<file path="src/rtl/sample_gain.sv">
// rtl/sample_gain.sv - offset-binary x1..x16 gain restore with saturation and optional auto-ranging
// Optional saturation counter enabled by defining SAMPLE_GAIN_SATCNT_EN.
module sample_gain #(
    parameter int DATA_W   = 14,
    parameter int MID      = 4096,
    parameter int MAX_CODE = 8191,
    parameter int WIN_LOG2 = 10
) (
    input  logic              clk,
    input  logic              rst_n,
    input  logic [3:0]        Sel_gain,
    input  logic              in_valid,
    input  logic [DATA_W-1:0] ADC_in,
    output logic              out_valid,
    output logic [DATA_W-1:0] ADC_out,
    output logic              sat_flag,
    output logic [2:0]        gain_cur
`ifdef SAMPLE_GAIN_SATCNT_EN
    ,
    output logic [15:0]       sat_count
`endif
);

    localparam int SW = DATA_W + 1;
    localparam int PW = DATA_W + 6;

    localparam logic signed [SW-1:0] MID_S = SW'(MID);
    localparam logic signed [PW-1:0] P_HI  = PW'(MAX_CODE - MID);
    localparam logic signed [PW-1:0] P_LO  = PW'(-MID);
    localparam logic signed [PW-1:0] P_MID = PW'(MID);
    localparam logic [PW-1:0]        LIM   = PW'(MID - 1);

    typedef enum logic [1:0] {
        ST_MANUAL,
        ST_MEASURE,
        ST_ADJUST
    } state_t;

    state_t                state_q, state_nx;
    logic [2:0]            k_q, k_nx;
    logic [WIN_LOG2-1:0]   count_q, count_nx;
    logic [DATA_W-1:0]     peak_q, peak_nx;

    logic signed [SW-1:0]  s_in;
    logic [DATA_W-1:0]     s_abs;
    logic                  auto_sel;
    logic [PW-1:0]         pk_shift, pk_shift1;

    logic signed [SW-1:0]  s1_q;
    logic                  v1_q;
    logic signed [PW-1:0]  p_ext, p_shift, p_clamp;
    logic [DATA_W-1:0]     out_nx;
    logic                  sat_nx;

    function automatic logic [2:0] decode_gain(input logic [3:0] sel);
        case (sel)
            4'b0000: decode_gain = 3'd1;
            4'b0010: decode_gain = 3'd2;
            4'b0100: decode_gain = 3'd3;
            4'b1000: decode_gain = 3'd4;
            default: decode_gain = 3'd0;
        endcase
    endfunction

    assign s_in     = $signed({1'b0, ADC_in}) - MID_S;
    assign s_abs    = s_in[SW-1] ? DATA_W'(-s_in) : s_in[DATA_W-1:0];
    assign auto_sel = (Sel_gain == 4'b1111);
    assign gain_cur = k_q;

    // Window peak scaled by the current and the next-higher gain, compared against full half-scale.
    assign pk_shift  = PW'(peak_q) << k_q;
    assign pk_shift1 = PW'(peak_q) << (k_q + 3'd1);

    always_ff @(posedge clk or negedge rst_n) begin
        if (!rst_n) begin
            state_q <= ST_MANUAL;
            k_q     <= 3'd0;
            count_q <= '0;
            peak_q  <= '0;
        end else begin
            state_q <= state_nx;
            k_q     <= k_nx;
            count_q <= count_nx;
            peak_q  <= peak_nx;
        end
    end

    always_comb begin
        state_nx = state_q;
        k_nx     = k_q;
        count_nx = count_q;
        peak_nx  = peak_q;
        if (!auto_sel) begin
            state_nx = ST_MANUAL;
            k_nx     = decode_gain(Sel_gain);
            count_nx = '0;
            peak_nx  = '0;
        end else begin
            case (state_q)
                ST_MANUAL: begin
                    state_nx = ST_MEASURE;
                    k_nx     = 3'd0;
                    count_nx = '0;
                    peak_nx  = '0;
                end
                ST_MEASURE: begin
                    if (in_valid) begin
                        peak_nx  = (s_abs > peak_q) ? s_abs : peak_q;
                        count_nx = count_q + WIN_LOG2'(1);
                        if (count_q == '1) begin
                            state_nx = ST_ADJUST;
                        end
                    end
                end
                ST_ADJUST: begin
                    if (pk_shift > LIM && k_q != 3'd0) begin
                        k_nx = k_q - 3'd1;
                    end else if (pk_shift1 <= LIM && k_q < 3'd4) begin
                        k_nx = k_q + 3'd1;
                    end
                    // A sample landing here opens the next window.
                    peak_nx  = in_valid ? s_abs : '0;
                    count_nx = in_valid ? WIN_LOG2'(1) : '0;
                    state_nx = ST_MEASURE;
                end
                default: begin
                    state_nx = ST_MANUAL;
                end
            endcase
        end
    end

    always_comb begin
        p_ext   = PW'(s1_q);
        p_shift = p_ext <<< k_q;
        p_clamp = p_shift;
        sat_nx  = 1'b0;
        if (p_shift > P_HI) begin
            p_clamp = P_HI;
            sat_nx  = 1'b1;
        end else if (p_shift < P_LO) begin
            p_clamp = P_LO;
            sat_nx  = 1'b1;
        end
        out_nx = DATA_W'(p_clamp + P_MID);
    end

    always_ff @(posedge clk or negedge rst_n) begin
        if (!rst_n) begin
            s1_q      <= '0;
            v1_q      <= 1'b0;
            out_valid <= 1'b0;
            ADC_out   <= DATA_W'(MID);
            sat_flag  <= 1'b0;
        end else begin
            v1_q      <= in_valid;
            out_valid <= v1_q;
            if (in_valid) begin
                s1_q <= s_in;
            end
            if (v1_q) begin
                ADC_out  <= out_nx;
                sat_flag <= sat_nx;
            end
        end
    end

`ifdef SAMPLE_GAIN_SATCNT_EN
    logic [3:0] sel_q;

    always_ff @(posedge clk or negedge rst_n) begin
        if (!rst_n) begin
            sel_q     <= 4'd0;
            sat_count <= 16'd0;
        end else begin
            sel_q <= Sel_gain;
            if (Sel_gain != sel_q) begin
                sat_count <= 16'd0;
            end else if (out_valid && sat_flag && sat_count != 16'hFFFF) begin
                sat_count <= sat_count + 16'd1;
            end
        end
    end
`endif

endmodule

</file>
<file path="config.mk">
export PLATFORM = sky130hd
export DESIGN_NAME = sample_gain
export DESIGN_NICKNAME = d
export VERILOG_FILES = /design/src/rtl/sample_gain.sv
export SDC_FILE = /design/constraint.sdc
export NUM_CORES = 1
export LEC_CHECK = 0
export BUFFER_PORTS_ARGS = -buffer_cell sky130_fd_sc_hd__buf_4
export CORE_ASPECT_RATIO = 1.2
export CORE_MARGIN = 2
export CORE_UTILIZATION = 50
export DETAILED_ROUTE_END_ITERATION = 16
export PLACE_DENSITY = 0.8
export SYNTH_ARGS = -nofsm -noshare
export SYNTH_HDL_FRONTEND = slang
export SYNTH_SLANG_ARGS = --single-unit
</file>
<file path="constraint.sdc">
create_clock -name clk -period 4.8 [get_ports clk]
set_clock_uncertainty 0.15 [all_clocks]
set_input_delay 0.72 -clock clk [delete_from_list [all_inputs] [get_ports clk]]
set_output_delay 0.72 -clock clk [all_outputs]
set_load 0.01 [all_outputs]
</file>
==> flow_summary.toml <==
[floorplanning]
initial_core_util = 0.519
fp.dieW_um = 88.2
die_h_um = 105
dieArea_um2 = 9260
std_cell_rows = 36
ios = 40
core_area_um2 = 8200

[sta]
slew_headroom = 0.410
fin_crit_sh = 0.741
tns_ps = 0
finalSetupViolCount = 0
rsz0062_at_grt = "false"
finalHoldViolations = 0
fin_crit_ps = 3560
clock.fmax_mhz = 281
tightest_slew_ps = 885
drv_slew = 0

[power_and_ir_drop]
clock_power_share = 0.370
switching_share = 0.293
total_switching_power_uw = 400
ir_drop_uv = 162
power_frac_seq = 0.429
p_comb_frac = 0.201
power.leakage_nw = 1.98
p_int_uw = 966
powerDensity_nw_per_um2 = 284

[worst_setup_path]
path_max_fanout = 14
path_class = "in2reg"
endpoint_kind = "flop"
arrival_ps = 3650
critPathLaunchType = "input pin"
required_ps = 4890

[detailed_routing]
wirelength_mm = 10.2
drc = 0
postRouteAntennaNets = 0
wl_met1_mm = 4.45
wl_per_cell_um = 16.2
first_pass_iters = 5
routed-wl-met2_mm = 5.02
viasPerCell = 5.96
drt_iter0_markers = 253
top_layer = "met4"
vias = 3733
wl_met3_um = 459

[global_route]
track_usage = 0.230
grt_pass1_wl_mm = 17.0
grt_max_degree = 62
overflow = 0
grt_pass1_vias = 3696
antenna_found_initial = 0

[synth]
synthXorXnorAreaFrac = 0.0288
syn-cell-area_um2 = 4250
synth_flop_cell = "dfrtp_1"
syn_inst = 477
synthTopCellsByArea = "dfrtp_1 (35%), mux2i_1 (7.3%), ha_1 (7.1%), mux2_2 (5.6%), o21ai_0 (4.6%)"
synthArstFlopShare = 1.00
synth_edf_count = 0
yosysUniqueCellTypes = 55
ys_seq_area_frac = 0.359
synth.area.mux_share = 0.134
ys_warn_count = 0
synthAdderAreaFrac = 0.0706
netlist.area_leader.share = 0.353
yosys.area.top_type = "dfrtp_1"
synth-simple-area-share = 0.175
synth_compound_area_frac = 0.182
synth_nets = 522
ys_ff_latch = 61
syn_avg_cell_area_um2 = 8.91
synth_most_common_cell = "dfrtp_1"
synth_common_cells = "dfrtp_1 (60), nand2_1 (45), nor2_1 (40), o21ai_0 (39), mux2i_1 (31)"
synth_top_family_by_area = "compound AO/OA/AOI/OAI gates"

[final_layout]
area_growth_pct = 13.1
nets = 552
multi_input_area_um2 = 2510
nFillCells = 726
final_layout_size_suffix_gt1_frac = 0.166
seq_area_um2 = 1530
diodes = 0
utilization = 0.587

[hold_path]
hold_path_class = "in2async"

[placed_design]
io_buffers = 39
gp_congestion = 0.906
dp_hpwl_mm = 7.39

[clocking]
clock-sinks = 61
cts_htree_levels = 3
path_clk_slew_ps = 70
cts-root-buf = "clkbuf_8"
cts_setup_buffers = 0
post_cts_resized = 0
cts_buffer_depth = 2
cts_hold_buf = 0
cts_buffers = 9
insertion_delay_ps = 350
cts_tree = "done"

[run_status]
status = "finished clean"

[flow_run]
maxCapViolCount = 0
[layout by cell type, fill, tap and decap left out, types with 3 or more instances in the layout]
master,instances
ha_1,24
o21a_1,4
mux2i_1,31
a21oi_1,27
nand2b_1,12
mux2_2,21
o21ai_0,39
nand4_1,13
clkbuf_8,9
o41ai_1,4
a2111oi_0,3
o211ai_1,6
buf_4,43
a21o_1,5
dfrtp_1,60
inv_1,24
a31oi_1,3
nand2_1,45
and2_1,3
xnor2_1,14
nand3_1,17
nor2_1,40
nor3_1,3
nor2b_1,9
o31ai_1,9
[state kept, by name, indices dropped and copies added (netlist names)]
| signal | cells |
|---|---|
| s1_q | 15 |
| ADC_out | 14 |
| peak_q | 14 |
| count_q | 10 |
| gain_cur | 3 |
| state_q | 2 |
| out_valid | 1 |
| sat_flag | 1 |
| v1_q | 1 |
[per-stage QoR]
| stage | instances | power (mW) | area [µm²] | hold slack (ps) | setup slack (ps) |
|---|---|---|---|---|---|
| floorplan | 477 | 0.760 | 4250 | 202 | 1290 |
| global placement | 610 | 0.856 | 4600 | 325 | 1090 |
| detailed placement | 610 | 0.866 | 4600 | 331 | 985 |
| CTS | 626 | 1.37 | 4810 | 323 | 1330 |
| global route | 626 | 1.44 | 4810 | 349 | 1020 |
| finish | 626 | 1.37 | 4810 | 298 | 1240 |
[logic make-up (layout without fill, tap and decap cells)]
group	Yosys count	in the layout
adder cells (fa/ha/maj)	24	24
AND/OR/NAND/NOR	154	154
buffers and inverters	49	84
AO/OA/AOI/OAI	122	122
XOR/XNOR	14	14
multiplexers	53	53
flip-flops	61	61
[power by group through the flow]
stage	combinational, mW	sequential [mW]	clock (mW)
5_1_grt	0.307	0.590	0.542
3_3_place_gp	0.264	0.592	0
4_1_cts	0.274	0.584	0.515
2_1_floorplan	0.167	0.592	0
3_5_place_dp	0.272	0.594	0
6_report	0.275	0.585	0.505
[path summary, 6_finish.rpt]
| path | startpoint | endpoint | slack [ps] | depth (start not counted) |
|---|---|---|---|---|
| worst max-delay path | ADC_in[6] | peak_q[0] | 1240 | 12 |
| worst min-delay path | rst_n | s1_q[10] | 300 | 1 |
| worst max register to register | gain_cur[0] | ADC_out[3] | 1680 | 8 |
| worst min register to register | ADC_out[12] | ADC_out[12] | 340 | 2 |
| max in group asynchronous | rst_n | s1_q[4] | 3680 | 1 |
| min in group clk | ADC_out[12] | ADC_out[12] | 340 | 2 |
[cell type report]
cell class / instances / area share
inverters: 25 / 0.0195
repair buffers: 43 / 0.0671
clock inverters: 6 / 0.0180
well taps: 114 / 0.0297
flip-flops and latches: 61 / 0.318
multi-input cells: 367 / 0.522
clock buffers: 10 / 0.0265
[critical path, cell delays in order]
cell	delay (ps)
buf_4	130
nor4_1	390
nand4_1	220
o41ai_1	360
xnor2_1	150
ha_1	330
nand4_1	160
nor4_1	310
o21ai_0	110
o21ai_1	130
buf_4	280
mux2_2	360
[per-layer routing]
layer | vias to the layer above | track usage
met5 | - | 0
met4 | 0 | 0.0887
met3 | 30 | 0.0553
met2 | 117 | 0.370
met1 | 1796 | 0.295
li1 | 1790 | -
No activity file was read; power rests on OpenSTA's default activity.
